File: src/rtl/atm_pkg.sv
// Shared definitions for the ATM session controller.
// State encoding, operation codes and the fixed account/PIN tables.
package atm_pkg;

  localparam int N_ACC = 10;

  typedef enum logic [2:0] {
    IDLE    = 3'd0,
    GET_PIN = 3'd1,
    MENU    = 3'd2,
    EXEC    = 3'd3
  } state_t;

  localparam logic [1:0] OP_BALANCE  = 2'd0;
  localparam logic [1:0] OP_WITHDRAW = 2'd1;
  localparam logic [1:0] OP_DEPOSIT  = 2'd2;
  localparam logic [1:0] OP_TRANSFER = 2'd3;

  localparam logic [11:0] ACC_TABLE [N_ACC] = '{
    12'd2178, 12'd2816, 12'd2278, 12'd1034, 12'd1450,
    12'd1990, 12'd3071, 12'd3333, 12'd3761, 12'd4095
  };

  localparam logic [3:0] PIN_TABLE [N_ACC] = '{
    4'd4, 4'd6, 4'd9, 4'd1, 4'd2,
    4'd3, 4'd5, 4'd7, 4'd8, 4'd0
  };

endpackage

File: src/rtl/atm_controller_p_if.sv
// Keypad-side request and display-side status bundle
// of the ATM session controller.
interface atm_controller_p_if #(
  parameter int ACC_W = 12,
  parameter int PIN_W = 4,
  parameter int BAL_W = 11
) ();
  logic             card_valid;
  logic [ACC_W-1:0] acc_number;
  logic             pin_valid;
  logic [PIN_W-1:0] pin;
  logic             op_valid;
  logic [1:0]       op_code;
  logic [BAL_W-1:0] amount;
  logic [ACC_W-1:0] dest_acc_number;
  logic             exit;
  logic             day_rollover;
  logic [2:0]       state;
  logic [BAL_W-1:0] balance;
  logic             op_done;
  logic             error;
  logic             locked;
  logic             timeout;

  modport master (
    output card_valid, acc_number, pin_valid, pin,
    output op_valid, op_code, amount, dest_acc_number,
    output exit, day_rollover,
    input  state, balance, op_done, error, locked, timeout
  );

  modport slave (
    input  card_valid, acc_number, pin_valid, pin,
    input  op_valid, op_code, amount, dest_acc_number,
    input  exit, day_rollover,
    output state, balance, op_done, error, locked, timeout
  );
endinterface

File: src/rtl/atm_account_lookup.sv
// Parallel match of an account number against the account table;
// first matching entry wins.
module atm_account_lookup
  import atm_pkg::*;
#(
  parameter int N     = N_ACC,
  parameter int ACC_W = 12,
  parameter int IW    = (N > 1) ? $clog2(N) : 1
) (
  input  logic [ACC_W-1:0] acc,
  output logic             hit,
  output logic [IW-1:0]    idx
);
  always_comb begin
    hit = 1'b0;
    idx = '0;
    for (int i = 0; i < N; i++) begin
      if (!hit && acc == ACC_W'(ACC_TABLE[i])) begin
        hit = 1'b1;
        idx = IW'(i);
      end
    end
  end
endmodule

File: src/rtl/atm_controller_p.sv
// ATM session controller: card/PIN login with lockout, balance table,
// daily withdrawal limit and idle-session timeout.
module atm_controller_p
  import atm_pkg::*;
#(
  parameter int NUM_ACCOUNTS   = N_ACC,
  parameter int ACC_W          = 12,
  parameter int PIN_W          = 4,
  parameter int BAL_W          = 11,
  parameter int INIT_BALANCE   = 500,
  parameter int DAILY_LIMIT    = 1000,
  parameter int MAX_PIN_TRIES  = 3,
  parameter int TIMEOUT_CYCLES = 1000
) (
  input logic clk,
  input logic rst,
  atm_controller_p_if.slave bus
);
  localparam int IW = (NUM_ACCOUNTS > 1) ? $clog2(NUM_ACCOUNTS) : 1;
  localparam int DW = $clog2(DAILY_LIMIT + 1);
  localparam int TW = $clog2(MAX_PIN_TRIES + 1);
  localparam int CW = $clog2(TIMEOUT_CYCLES + 1);

  state_t                  st;
  logic [IW-1:0]           idx;
  logic [BAL_W-1:0]        bal   [NUM_ACCOUNTS];
  logic [DW-1:0]           daily [NUM_ACCOUNTS];
  logic [TW-1:0]           tries [NUM_ACCOUNTS];
  logic [NUM_ACCOUNTS-1:0] lock;
  logic [CW-1:0]           idle;
  logic [BAL_W-1:0]        bal_o;
  logic                    done_o, err_o, lock_o, tmo_o;

  logic          card_hit, dst_hit;
  logic [IW-1:0] card_idx, dst_idx;

  atm_account_lookup #(.N(NUM_ACCOUNTS), .ACC_W(ACC_W), .IW(IW)) u_card (
    .acc(bus.acc_number), .hit(card_hit), .idx(card_idx)
  );

  atm_account_lookup #(.N(NUM_ACCOUNTS), .ACC_W(ACC_W), .IW(IW)) u_dest (
    .acc(bus.dest_acc_number), .hit(dst_hit), .idx(dst_idx)
  );

  logic [BAL_W-1:0] cur, dst, new_cur;
  logic [DW-1:0]    day_now;
  logic [31:0]      day_sum;
  logic [BAL_W:0]   dep_sum, xfer_sum;
  logic             wd_bad, op_bad, op_err, strobe, pin_ok, last_try;
  logic             tmo_hit;

  always_comb begin
    cur      = bal[idx];
    dst      = bal[dst_idx];
    // A same-cycle rollover is applied before the limit check
    day_now  = bus.day_rollover ? '0 : daily[idx];
    day_sum  = 32'(day_now) + 32'(bus.amount);
    dep_sum  = {1'b0, cur} + {1'b0, bus.amount};
    xfer_sum = {1'b0, dst} + {1'b0, bus.amount};
    wd_bad   = (bus.amount > cur) || (day_sum > 32'(DAILY_LIMIT));
    op_bad   = 1'b0;
    new_cur  = cur;
    unique case (bus.op_code)
      OP_WITHDRAW: begin
        op_bad  = wd_bad;
        new_cur = cur - bus.amount;
      end
      OP_DEPOSIT: begin
        op_bad  = dep_sum[BAL_W];
        new_cur = dep_sum[BAL_W-1:0];
      end
      OP_TRANSFER: begin
        op_bad  = !dst_hit || (dst_idx == idx) || wd_bad || xfer_sum[BAL_W];
        new_cur = cur - bus.amount;
      end
      default: ;
    endcase
    op_err   = op_bad && (bus.amount != '0);
    strobe   = bus.card_valid | bus.pin_valid | bus.op_valid | bus.exit;
    pin_ok   = bus.pin == PIN_W'(PIN_TABLE[idx]);
    last_try = tries[idx] == TW'(MAX_PIN_TRIES - 1);
    tmo_hit  = idle == CW'(TIMEOUT_CYCLES - 1);
  end

  always_ff @(posedge clk) begin
    if (rst) begin
      st     <= IDLE;
      idx    <= '0;
      bal_o  <= '0;
      done_o <= 1'b0;
      err_o  <= 1'b0;
      lock_o <= 1'b0;
      tmo_o  <= 1'b0;
      lock   <= '0;
      idle   <= '0;
      for (int i = 0; i < NUM_ACCOUNTS; i++) begin
        bal[i]   <= BAL_W'(INIT_BALANCE);
        daily[i] <= '0;
        tries[i] <= '0;
      end
    end else begin
      done_o <= 1'b0;
      err_o  <= 1'b0;
      lock_o <= 1'b0;
      tmo_o  <= 1'b0;
      if (bus.day_rollover) begin
        for (int i = 0; i < NUM_ACCOUNTS; i++) daily[i] <= '0;
      end
      unique case (st)
        IDLE: begin
          idle <= '0;
          if (bus.card_valid) begin
            if (card_hit && !lock[card_idx]) begin
              idx <= card_idx;
              st  <= GET_PIN;
            end else begin
              err_o <= 1'b1;
            end
          end
        end
        GET_PIN: begin
          if (bus.exit) begin
            idle <= '0;
            st   <= IDLE;
          end else if (bus.pin_valid) begin
            idle <= '0;
            if (pin_ok) begin
              tries[idx] <= '0;
              bal_o      <= cur;
              st         <= MENU;
            end else begin
              tries[idx] <= tries[idx] + 1'b1;
              err_o      <= 1'b1;
              if (last_try) begin
                lock[idx] <= 1'b1;
                lock_o    <= 1'b1;
                st        <= IDLE;
              end
            end
          end else if (strobe) begin
            idle <= '0;
          end else if (tmo_hit) begin
            idle  <= '0;
            tmo_o <= 1'b1;
            st    <= IDLE;
          end else begin
            idle <= idle + 1'b1;
          end
        end
        MENU: begin
          if (bus.exit) begin
            idle <= '0;
            st   <= IDLE;
          end else if (bus.op_valid) begin
            idle   <= '0;
            st     <= EXEC;
            done_o <= 1'b1;
            err_o  <= op_err;
            bal_o  <= op_err ? cur : new_cur;
            if (!op_err) begin
              bal[idx] <= new_cur;
              if (bus.op_code == OP_WITHDRAW) daily[idx] <= DW'(day_sum);
              if (bus.op_code == OP_TRANSFER) begin
                daily[idx]   <= DW'(day_sum);
                bal[dst_idx] <= xfer_sum[BAL_W-1:0];
              end
            end
          end else if (strobe) begin
            idle <= '0;
          end else if (tmo_hit) begin
            idle  <= '0;
            tmo_o <= 1'b1;
            st    <= IDLE;
          end else begin
            idle <= idle + 1'b1;
          end
        end
        EXEC: begin
          idle <= '0;
          st   <= bus.exit ? IDLE : MENU;
        end
        default: st <= IDLE;
      endcase
    end
  end

  assign bus.state   = st;
  assign bus.balance = bal_o;
  assign bus.op_done = done_o;
  assign bus.error   = err_o;
  assign bus.locked  = lock_o;
  assign bus.timeout = tmo_o;
endmodule

File: src/flat_wrapper.sv
// flat-port wrapper written by rule: the top's interface ports become plain ports
module atm_controller_p_flat import atm_pkg::*;
#(
  parameter int NUM_ACCOUNTS   = N_ACC,
  parameter int ACC_W          = 12,
  parameter int PIN_W          = 4,
  parameter int BAL_W          = 11,
  parameter int INIT_BALANCE   = 500,
  parameter int DAILY_LIMIT    = 1000,
  parameter int MAX_PIN_TRIES  = 3,
  parameter int TIMEOUT_CYCLES = 1000
)
  (clk, rst, bus_card_valid, bus_acc_number, bus_pin_valid, bus_pin, bus_op_valid, bus_op_code, bus_amount, bus_dest_acc_number, bus_exit, bus_day_rollover, bus_state, bus_balance, bus_op_done, bus_error, bus_locked, bus_timeout);
  atm_controller_p_if #(.ACC_W(ACC_W), .PIN_W(PIN_W), .BAL_W(BAL_W)) bus_i ();
  input logic clk;
  input logic rst;
  input wire logic [$bits(bus_i.card_valid)-1:0] bus_card_valid;
  input wire logic [$bits(bus_i.acc_number)-1:0] bus_acc_number;
  input wire logic [$bits(bus_i.pin_valid)-1:0] bus_pin_valid;
  input wire logic [$bits(bus_i.pin)-1:0] bus_pin;
  input wire logic [$bits(bus_i.op_valid)-1:0] bus_op_valid;
  input wire logic [$bits(bus_i.op_code)-1:0] bus_op_code;
  input wire logic [$bits(bus_i.amount)-1:0] bus_amount;
  input wire logic [$bits(bus_i.dest_acc_number)-1:0] bus_dest_acc_number;
  input wire logic [$bits(bus_i.exit)-1:0] bus_exit;
  input wire logic [$bits(bus_i.day_rollover)-1:0] bus_day_rollover;
  output wire logic [$bits(bus_i.state)-1:0] bus_state;
  output wire logic [$bits(bus_i.balance)-1:0] bus_balance;
  output wire logic [$bits(bus_i.op_done)-1:0] bus_op_done;
  output wire logic [$bits(bus_i.error)-1:0] bus_error;
  output wire logic [$bits(bus_i.locked)-1:0] bus_locked;
  output wire logic [$bits(bus_i.timeout)-1:0] bus_timeout;
  assign bus_i.card_valid = bus_card_valid;
  assign bus_i.acc_number = bus_acc_number;
  assign bus_i.pin_valid = bus_pin_valid;
  assign bus_i.pin = bus_pin;
  assign bus_i.op_valid = bus_op_valid;
  assign bus_i.op_code = bus_op_code;
  assign bus_i.amount = bus_amount;
  assign bus_i.dest_acc_number = bus_dest_acc_number;
  assign bus_i.exit = bus_exit;
  assign bus_i.day_rollover = bus_day_rollover;
  assign bus_state = bus_i.state;
  assign bus_balance = bus_i.balance;
  assign bus_op_done = bus_i.op_done;
  assign bus_error = bus_i.error;
  assign bus_locked = bus_i.locked;
  assign bus_timeout = bus_i.timeout;
  atm_controller_p #(.NUM_ACCOUNTS(NUM_ACCOUNTS), .ACC_W(ACC_W), .PIN_W(PIN_W), .BAL_W(BAL_W), .INIT_BALANCE(INIT_BALANCE), .DAILY_LIMIT(DAILY_LIMIT), .MAX_PIN_TRIES(MAX_PIN_TRIES), .TIMEOUT_CYCLES(TIMEOUT_CYCLES)) u_core (.clk(clk), .rst(rst), .bus(bus_i));
endmodule
File: config.mk
export PLATFORM = sky130hd
export DESIGN_NAME = atm_controller_p_flat
export DESIGN_NICKNAME = d
export VERILOG_FILES = /design/src/rtl/atm_pkg.sv /design/src/rtl/atm_controller_p_if.sv /design/src/rtl/atm_account_lookup.sv /design/src/rtl/atm_controller_p.sv /design/src/flat_wrapper.sv
export SDC_FILE = /design/constraint.sdc
export NUM_CORES = 1
export LEC_CHECK = 0
export ABC_AREA = 1
export BUFFER_PORTS_ARGS = -buffer_cell sky130_fd_sc_hd__buf_2
export CAP_MARGIN = 10
export CORE_MARGIN = 2
export CORE_UTILIZATION = 45
export CTS_CLUSTER_SIZE = 28
export DETAILED_ROUTE_END_ITERATION = 12
export PLACE_DENSITY_LB_ADDON = 0.08
export REMOVE_ABC_BUFFERS = 1
export SYNTH_ARGS = -nofsm -noshare
export SYNTH_HDL_FRONTEND = slang
export SYNTH_HIERARCHICAL = 1
export SYNTH_SLANG_ARGS = --single-unit
File: constraint.sdc
create_clock -name clk -period 4.9 [get_ports clk]
set_input_delay 0.49 -clock clk [delete_from_list [all_inputs] [get_ports clk]]
set_output_delay 0.49 -clock clk [all_outputs]
set_load 0.05 [all_outputs]
**After elaboration in Yosys (flattened, before gate mapping)**

Memory sizes are Yosys's and may differ from the RTL's. A register that Yosys moved wholly into a read port is not among the register bits.
Cells that the tools add are included.

- Flip-flop bits (word level): 42
- Bits in writable memories: 230
- Memory bits (read-only): 64
- Output and inout port bits: 18
- Word-level logic and storage cells: 296
- Memories kept: 4

- Add/sub/neg operators: 6
- $lt $le $gt $ge: 6
- Equality and inequality tests: 38
- Muxes and demuxes: 151
- Bitwise logic cells: 22
- Reductions and logical operators: 60

Memories:

| name | words | width | rd ports | clocked after memory_dff | write ports | line | text |
|---|---|---|---|---|---|---|---|
| u_core.bal | 10 | 11 | 2 | 1 | 10 | atm_controller_p.sv:26 | `logic [BAL_W-1:0] bal [NUM_ACCOUNTS];` |
| u_core.daily | 10 | 10 | 1 | 1 | 11 | atm_controller_p.sv:27 | `logic [DW-1:0] daily [NUM_ACCOUNTS];` |
| (name not given) | 16 | 4 | 1 | 0 | 0 | atm_controller_p.sv:80 | `pin_ok = bus.pin == PIN_W'(PIN_TABLE[idx]);` |
| u_core.tries | 10 | 2 | 1 | 1 | 10 | atm_controller_p.sv:28 | `logic [TW-1:0] tries [NUM_ACCOUNTS];` |

Operators by type and width:

| cell | count |
|---|---|
| $mux W10 | 18 |
| $eq A12 B12 Y1 const B | 14 |
| $mux W4 | 27 |
| $mux W11 | 8 |
| $mux W1 | 76 |
| $eq A12 B11 Y1 const B | 6 |
| $pmux W11 S2 | 2 |
| $gt A32 B10 Y1 const B | 1 |
| $mux W3 | 10 |
| $pmux W10 S3 | 1 |
| $add A11 B11 Y12 | 2 |
| $reduce_or A11 Y1 | 2 |
| $logic_and A1 B1 Y1 | 21 |
| $logic_not A1 Y1 | 20 |
| $or A1 B1 Y1 | 15 |
| $add A10 B11 Y12 | 1 |
| $pmux W3 S4 | 1 |
| $gt A11 B11 Y1 | 1 |
| $reduce_bool A11 Y1 | 1 |
| $sub A11 B11 Y11 | 1 |
| $add A10 B1 Y10 const B | 1 |
| $eq A10 B10 Y1 const B | 1 |
| $lt A4 B5 Y1 const B | 2 |
| $ne A2 B2 Y1 const B | 5 |
| 28 further kinds | 46 |

**Depth between registers and ports, before layout**

Gate-level depths: netlist of the first run.

- Word-level depth: 43
- Mapped depth: 36
- Mapped depth without buffers: 34

**By module**

The synthesis of the first run kept the hierarchy.

Modules (own cells, without submodules):

| module | instances | cells an instance | area an instance (µm²) | seq. area each (µm²) |
|---|---|---|---|---|
| atm_controller_p | 1 | 2913 | 23847.9 | 11971.5 |
| atm_account_lookup | 2 | 74 | 312.8 | 0.0 |

**Worst setup path after synthesis of the first run**

Ideal clock, no wire load.

- Path type: flip-flop to flip-flop
- From: reg (tool-made name)
- To: mem u_core.bal[10][0] (enable)
- Setup time: 0.394 ns
- Arrival time: 4.799 ns
- Required time: 4.506 ns
- Setup slack: -0.293 ns
- Stages on the path, launching flop included: 29
- Buffers on the path: 9
- Clock period less this slack: 5.193 ns
- Cell sequence: dfxtp_1 clkbuf_1 buf_2 buf_2 buf_2 buf_2 buf_2 clkbuf_1 nor2_1 o221ai_1 nand3_1 a21oi_1 ha_1 fa_1 nor2_1 nand2_1 nand3_1 nand2_1 nand2_1 nor2_1 nand2_1 nand3_1 a21oi_1 nand2_1 nand2_2 nand2_2 buf_6 buf_6 o21ai_0

RTL lines:

| element | line |
|---|---|
| end: declaration | atm_controller_p.sv:26 |

==> results, run 1 <==
- STA puts the critical path data arrival time at between 5 and 6 ns.
- By count the netlist is led by nand2_1, nor2_1, edfxtp_1, o21ai_0, inv_1.
- The fraction of final layout cells with drive strength greater than 1 is 0.1789.
- The worst setup path is of the input port to register kind.
- The wire-length estimate of the detail-placed layout is between 70000 and 80000 µm.
- Clock-pin slew was measured on the worst setup and hold paths at 0.06 ns.
- The timing startpoint of the critical path is bus_dest_acc_number[5].
- By area the synthesized netlist is led by edfxtp_1, nand2_1, nor2_1.
- After synthesis, the share of flip-flops with an asynchronous set or reset is 0.
- The worst path needs around 4.8 ns of the cycle, external delays included.
- Counting flops with a built-in enable in the synthesized netlist gives approximately 370.
- The post-detailed-placement cell area is 28420 µm².
- For this run, the total global-route usage over all layers was measured as 0.3438.
- After filler insertion, the fill cell instance count of the layout stands at around 5000.
- nand2_1 is the most common cell in the netlist.
- For this run, the slowest stage of the critical path takes 0.41 ns.
- TritonCTS created between 40 and 50 clock buffers.
- The number of placement rows is 85.
- The normalized max-slew margin is 0.4173.
- The weighted congestion at the end of routability-driven global placement is 1.034.
- Max-cap violations in this run came to 0.
- For this run, design rule violations remaining after detail routing come to 0.
- The maximum number of pins on one net before global-route repair is 74.
- The finished layout cell area is slightly above 30000 µm².
- The storage element area is 11980 µm².
- The worst setup path is launched from an input port.
- The multi-input combinational cell area is 11240 µm².
- The total detailed-routing wirelength is 98830 µm.
- The die covers 56270 µm².
- Of the available clock period, the critical path in the final layout requires 0.9842.
- The core area is about 54000 µm².
- The via count of the first global-routing pass is approximately 23000.
- The initial core utilization is 0.4548.
- The clock tree synthesis step divided the H-tree into 2 levels.
- Timing would allow up to 207.4 MHz.
- The worst setup path is captured at a register.
- For the worst-skew pair, the clock arrives at the later sink with an insertion delay of between 0.6 and 0.7 ns.
- Once detail routing completed, the nets flagged for antenna violations numbered 0.
- The initial antenna violation count was 3.
- The clock tree from TritonCTS is built.
- The most numerous cell on the critical path is nand2_1.
- The count of buffers added on input and output ports is 65.
- For this design the ratio of total power to cell area is 269.4 nW/µm².
- The post-synthesis instance area is 24470 µm².
- The largest vdd supply drop is 0.3284 mV.
- The number of buffers on the longest clock path is 3.
- The slack of the worst reg-to-reg path is 0.08 ns.
- The mean area per synthesized cell is 7.995 µm².
- Synthesis handed over a netlist of about 3100 instances.
- The post-cts hold buffer count is 0.
- The final number of hold-violating endpoints is 0.
- In this run the vertical extent of the chip is 237.2 µm.
- The global-route wire length before repair is roughly 140000 µm.
- Synthesis inferred 414 register bits.
- The number of slew-limit violations in the final report is 0.
- The critical path required time is 5.25 ns.
- The signed area change from the synthesized netlist to the final layout is 24.10%.
- For this block, the initial DRC count from the detailed router was approximately 2900.
- For the pin with the worst max-slew slack, the measured transition is 0.8708 ns.
- Measured along the x axis, the die boundary spans ~240 µm.
- The worst min-delay path class is input port to register.
- The total of endpoints with negative setup slack in the final report is 0.
- Dividing the detail-routed wire length by the instance count gives roughly 24 µm.
- The number of search-and-repair iterations in the first detailed-routing pass is 8.
- The worst clock skew is about 0.055 ns.
- The total vias in the final route is 24260.
- The clock net in this run drives a total of 414 sinks.
- The leading area contributor after synthesis is edfxtp_1.
- Clock tree synthesis selected as its root buffer the cell clkbuf_16.
- For this design the static power due to leakage is 12.79 nW.
- Of the synthesized area, sequential elements account for 0.4892.
- After the last flow step, the layout net total stands at between 3000 and 4000.
- The startpoint of the worst hold path is bus_op_valid.
- The final core utilization is 0.5644.
- For this design, the slowest cell found on the critical path is a21oi_1.
- Global routing finished with a remaining overflow of 0.
- The number of warning messages in the yosys log is 6.
- The fraction of post-synthesis cell area in the top cell type by area is 0.4515.
- The number of top-level pins is between 60 and 70.
- In the synthesized netlist the dominant register cell turns out to be edfxtp_1.
- In this run the worst path has a maximum fanout of 29.
- The flow ran to the end, and the final reports show no timing, DRC or antenna violations.
- The number of distinct library cells after synthesis is 53.
- Adding up every negative setup slack in the final design gives 0 ns.
- Using the TritonRoute via totals, the vias-per-cell ratio works out to 5.932.
## cell type report
type,count,share of cell area
antenna,1,0.00008240
clock buffer,60,0.04379
clock inverter,25,0.004820
inverter,207,0.02595
multi-input combinational,2256,0.3702
sequential,414,0.3945
tap,696,0.02867
timing repair buffer,431,0.1320
## worst paths after layout
kind                                                 endpoint  cells after the start
worst max register to register    u_core/bal[15][5]$_DFFE_PP_                     25
worst min register to register    u_core/lock[4]$_SDFFE_PP0P_                      2
worst max-delay path              u_core/bal[15][5]$_DFFE_PP_                     34
worst min-delay path            u_core/bus.timeout$_SDFF_PP0_                      4
## sequential cells by signal (all words and copies together) (netlist names), named ones only
name,cells
u_core/bus.balance,11
u_core/bal,176
u_core/lock,10
u_core/tries,32
u_core/bus.state,3
u_core/idle,10
u_core/bus.timeout,1
u_core/bus.locked,1
u_core/daily,160
u_core/bus.op_done,1
u_core/idx,4
u_core/bus.error,1
## critical path: cells and delay by family
kind | cells | cell delay [ns]
AND/OR/NAND/NOR | 23 | 2.57
buffers and inverters | 7 | 1.18
AO/OA/AOI/OAI | 3 | 0.65
adder cells (fa/ha/maj) | 1 | 0.22
## cells in the final DEF, fill, tap and decap left out, types with 68 or more instances in the layout
cell type	netlist	layout
nand2_1	866	858
nor2_1	510	502
edfxtp_1	368	368
buf_4	2	286
o21ai_0	224	221
inv_1	178	173
nand3_1	120	116
a21oi_1	118	107
a22oi_1	90	80
buf_12	0	68
## layer usage
layer | routed length [µm] | part of all wire | global-route usage | vias to the layer above
li1 | - | - | - | 11020
met1 | 38530 | 0.39 | 0.4478 | 11550
met2 | 45510 | 0.46 | 0.5484 | 1429
met3 | 9562 | 0.097 | 0.06468 | 265
met4 | 5238 | 0.053 | 0.1771 | 0
met5 | 0 | 0 | 0 | -
## through the flow
step | hold slack [ns] | total power (W) | setup WS [ns] | std cells
3_5_place_dp | 0.4512 | 0.004812 | -0.7301 | 3997
3_3_place_gp | 0.4457 | 0.004809 | -0.7464 | 3997
5_1_grt | 0.2389 | 0.008417 | -0.01335 | 4089
6_report | 0.2349 | 0.008181 | 0.07747 | 4090
2_1_floorplan | 0.4297 | 0.004322 | -5.860 | 2877
4_1_cts | 0.1964 | 0.008183 | 0.01326 | 4083
## kinds of logic (layout without fill, tap and decap cells)
logic type	count (synthesis)	after routing	synth area share
adders and majority gates	49	49	0.02628
AOI/OAI and AO/OA	578	578	0.1444
buffers and inverters	391	723	0.06575
xor gates and xnor gates	23	23	0.008231
DFF	414	414	0.4892
other	1	2	0.0001532
and+or+nand+nor	1605	1605	0.2660
## report_power, final
part	switching, W	leakage [nW]	total [W]	internal (W)
sequential	0.0000259	3.99	0.00391	0.00389
combinational	0.000573	8.09	0.000864	0.000291
clock	0.00149	0.722	0.00341	0.00192
## what timing repair did
action	in CTS	in global routing
setup endpoints to repair	113	568
gates cloned	0	4
gates resized for setup	10	76
buffers inserted	1	2
pin swaps	1	13
No activity file was read; power rests on OpenSTA's default activity.
==> inputs of run 2 (changes only) <==
Settings changed: CORE_ASPECT_RATIO from default to 0.6, TNS_END_PERCENT from default to 5.
==> run 2 against run 1 <==
Effect of this change: combinational power down 2%; power up 0.69%; critical path depth down 1; critical endpoint is now u_core/bal[8][0]$_DFFE_PP_.
==> results, run 2 (synthesis results as in run 1) <==
- The initial core utilization is 0.4538.
- For the final database, setup skew stands at about 0.021 ns.
- At the end of routability-driven placement, the weighted congestion stood at ~1.0.
- The share of the clock period used by the worst path after layout is 0.9619.
- The maximum clock rate is 212.2 MHz.
- The minimum clock period after layout is 4.713 ns.
- The library cells used most frequently in the layout, excluding fill and tap cells, are nand2_1, nor2_1, edfxtp_1.
- The flow ran to the end, and the final reports show no timing, DRC or antenna violations.
- The first routing iteration left about 3600 violations.
- The routed length per placed instance is 24.43 µm.
- The final number of hold-violating endpoints is 0.
- The total leakage power is between 10 and 15 nW.
- At the worst endpoint, the required time is 5.19 ns.
- Measured in cells, the most critical reg-to-reg path has a length of 25.
- The slack of the worst reg-to-reg path is 0.19 ns.
- The CTS clock-pin slew for the worst setup and hold paths is 0.06 ns.
- Across every metal layer, demand over resource in global routing totals 0.3452.
- 66 I/O pins were placed.
- STA classifies the critical path endpoint as a register.
- At the worst endpoint, the arrival time is approximately 5.0 ns.
- The total of endpoints with negative setup slack in the final report is 0.
- Of the total power, the share spent switching nets is 0.2539.
- The largest registers in the layout are u_core/bal: 176 flops, u_core/daily: 160 flops, u_core/tries: 32 flops.
- Hold repair after CTS inserted 0 buffers.
- The worst min-delay path class is input port to register.
- 0 antenna diodes ended up in the layout.
- The depth of the critical timing path with buffers and inverters included is 33.
- The largest stage delay on the critical path is 0.58 ns.
- The detail route stage leaves a number of antenna-violating nets equal to 0.
- The overall overflow remaining after global route is 0.
- The kind of critical path is input port to register.
- The clock net in this run drives a total of a little over 400 sinks.
- The gate family responsible for the most delay along the worst path is simple AND/OR/NAND/NOR gates.
- The worst hold-check slack is 0.2567 ns.
- The sequential cells in the finished layout cover a total of 11980 µm².
- The startpoint type of the worst setup path is an input port.
- The power density over the cells is 273.6 nW/µm².
- The number of instances on the worst hold path is 4.
- The number of placement rows is 66.
- The initial antenna violation count is 0.
- The final net count is 3418.
- In this run the worst path has a maximum fanout of 23.
- TritonCTS built the clock tree.
- The most numerous cell on the critical path is nand2_1.
- Across the VDD grid, the largest voltage drop is 0.2241 mV.
- Of the total power, the clock network draws 0.422.
- The timing startpoint of the critical path is bus_dest_acc_number[5].
- In this run the deepest clock path goes through 3 buffers.
- The area growth from synthesis to layout is 23.03%.
- The first TritonRoute pass finished after 7 iterations.
- The later pin in the worst-skew pair is clocked with a latency of 0.59 ns.
- The die covers 56330 µm².
- The layout has between 4000 and 5000 filler cells.
- From bottom edge to top edge, the die measures 184.6 µm.
- The library cell used most frequently in the layout, excluding fill and tap cells, is nand2_1.
- The fraction of final layout cells with drive strength greater than 1 is 0.1725.
- The count of cells in the finished layout, fillers not included, comes to 4070.
- The number of slew-limit violations in the final report is 0.
- The clock buffer count from CTS is 43.
- The via count of the first global-routing pass is around 22000.
- The multi-input combinational cells in the finished layout cover a total of 11260 µm².
- The register with the most flip-flops in the layout has 176 of them.
- The first global-routing pass estimated 143600 µm of wire.
- The pre-CTS setup slack is -0.9013 ns.
- Setup repair after global routing could not meet its margin everywhere.
- Measured along the x axis, the die boundary spans 305.1 µm.
- The slowest stage of the critical path is the or4_4 cell.
- The cell internal power dissipation is 0.006146 W.
- The maximum number of pins on one net before global-route repair is 53.
- Of the total power, combinational logic draws 0.103.
- Detailed placement finished with a half-perimeter wire length of 74580 µm.
- More flip-flops sit in one register than any other, and that register is u_core/bal.
- After detailed routing, the number of vias per cell comes to 5.994.
- The number of placed instances, taps included, is 3983.
- The net load switching power is 0.002092 W.
- The startpoint identified for the worst hold timing path is bus_op_valid.
- Once routing completed, OpenROAD measured the worst setup slack at 0.1869 ns.
- The count of input and output buffers is 65.
- The number of remaining DRC errors is 0.
- At the pin with the least slew margin, the transition time is 1.006 ns.
- The total vias in the final route is 24400.
- The tree is rooted in a clkbuf_16.
- The share of power burned in registers is 0.475.
- After floorplanning, the core was sized to cover between 50000 and 60000 µm².
- The count of buffering cells on the critical path with inverters included is 10.
- The total detailed-routing wirelength is 99430 µm.
- Across the run, the number of max-cap violations was 0.
- Headroom to the max-slew limit came out at 0.3270.
- In this run the number of H-tree levels came out at 2.
## run 2: path summary, 6_finish.rpt
check,to
max,u_core/bal[8][0]$_DFFE_PP_
min,u_core/bus.timeout$_SDFF_PP0_
max reg2reg,u_core/bal[8][0]$_DFFE_PP_
min reg2reg,u_core/bus.balance[8]$_SDFFE_PP0P_
## run 2: what timing repair did
item,CTS,global route
gates resized for setup,8,99
pin swaps,1,7
endpoints found under the setup margin,192,620
endpoints found under the hold margin,0,0
cloned,0,3
buffers inserted,0,4
## run 2: layout make-up
type | instances | area share
multi-input combinational | 2256 | 0.3739
inverter | 207 | 0.02630
sequential | 414 | 0.3978
tap | 714 | 0.02967
clock buffer | 55 | 0.03898
clock inverter | 25 | 0.009558
timing repair buffer | 399 | 0.1238
## run 2: worst register-to-register path, cell delays in order (launching register included)
cell	delay, ns
dfxtp_2	0.53
buf_12	0.27
o21ai_0	0.15
o221ai_1	0.36
o211ai_1	0.22
a21oi_1	0.18
ha_1	0.26
fa_2	0.49
nor2_1	0.11
nand2_1	0.06
nand3_1	0.08
nand2_1	0.06
nand2_1	0.06
nor2_1	0.04
nand2_1	0.12
nand3_1	0.09
a21oi_1	0.20
nand2_2	0.11
nand2_4	0.12
nand2_8	0.10
buf_6	0.19
nor2_4	0.11
buf_4	0.13
nand3b_1	0.11
buf_6	0.14
buf_12	0.13
## run 2: metal layers
metal / wire [µm] / GRT usage / vias to the layer above
met3: 15620 / 0.1213 / 142
met1: 45430 / 0.5466 / 11590
met2: 36370 / 0.4371 / 1695
li1: - / - / 10970
met5: 0 / 0 / -
met4: 2008 / 0.07129 / 0
## run 2: power by group through the flow
stage                     Clock [W]  Sequential (W)  Combinational (W)
after CTS                   0.00350         0.00391           0.000804
after detailed placement          0         0.00398           0.000799
after global placement            0         0.00398           0.000798
final                       0.00348         0.00391           0.000851
after floorplan                   0         0.00398           0.000340
after global routing        0.00365         0.00391           0.000899
## run 2: per-stage QoR
stage | setup TNS [ns] | total power (W) | utilization | area [µm²]
after floorplan | -3698.54 | 0.004322 | - | 23640
after global placement | -362.74 | 0.004782 | 0.5218 | 28140
after detailed placement | -351.64 | 0.004784 | 0.5218 | 28140
after CTS | 0 | 0.008217 | 0.5495 | 29630
after global routing | -0.5393 | 0.008467 | 0.5584 | 30110
final | 0 | 0.008237 | 0.5584 | 30110
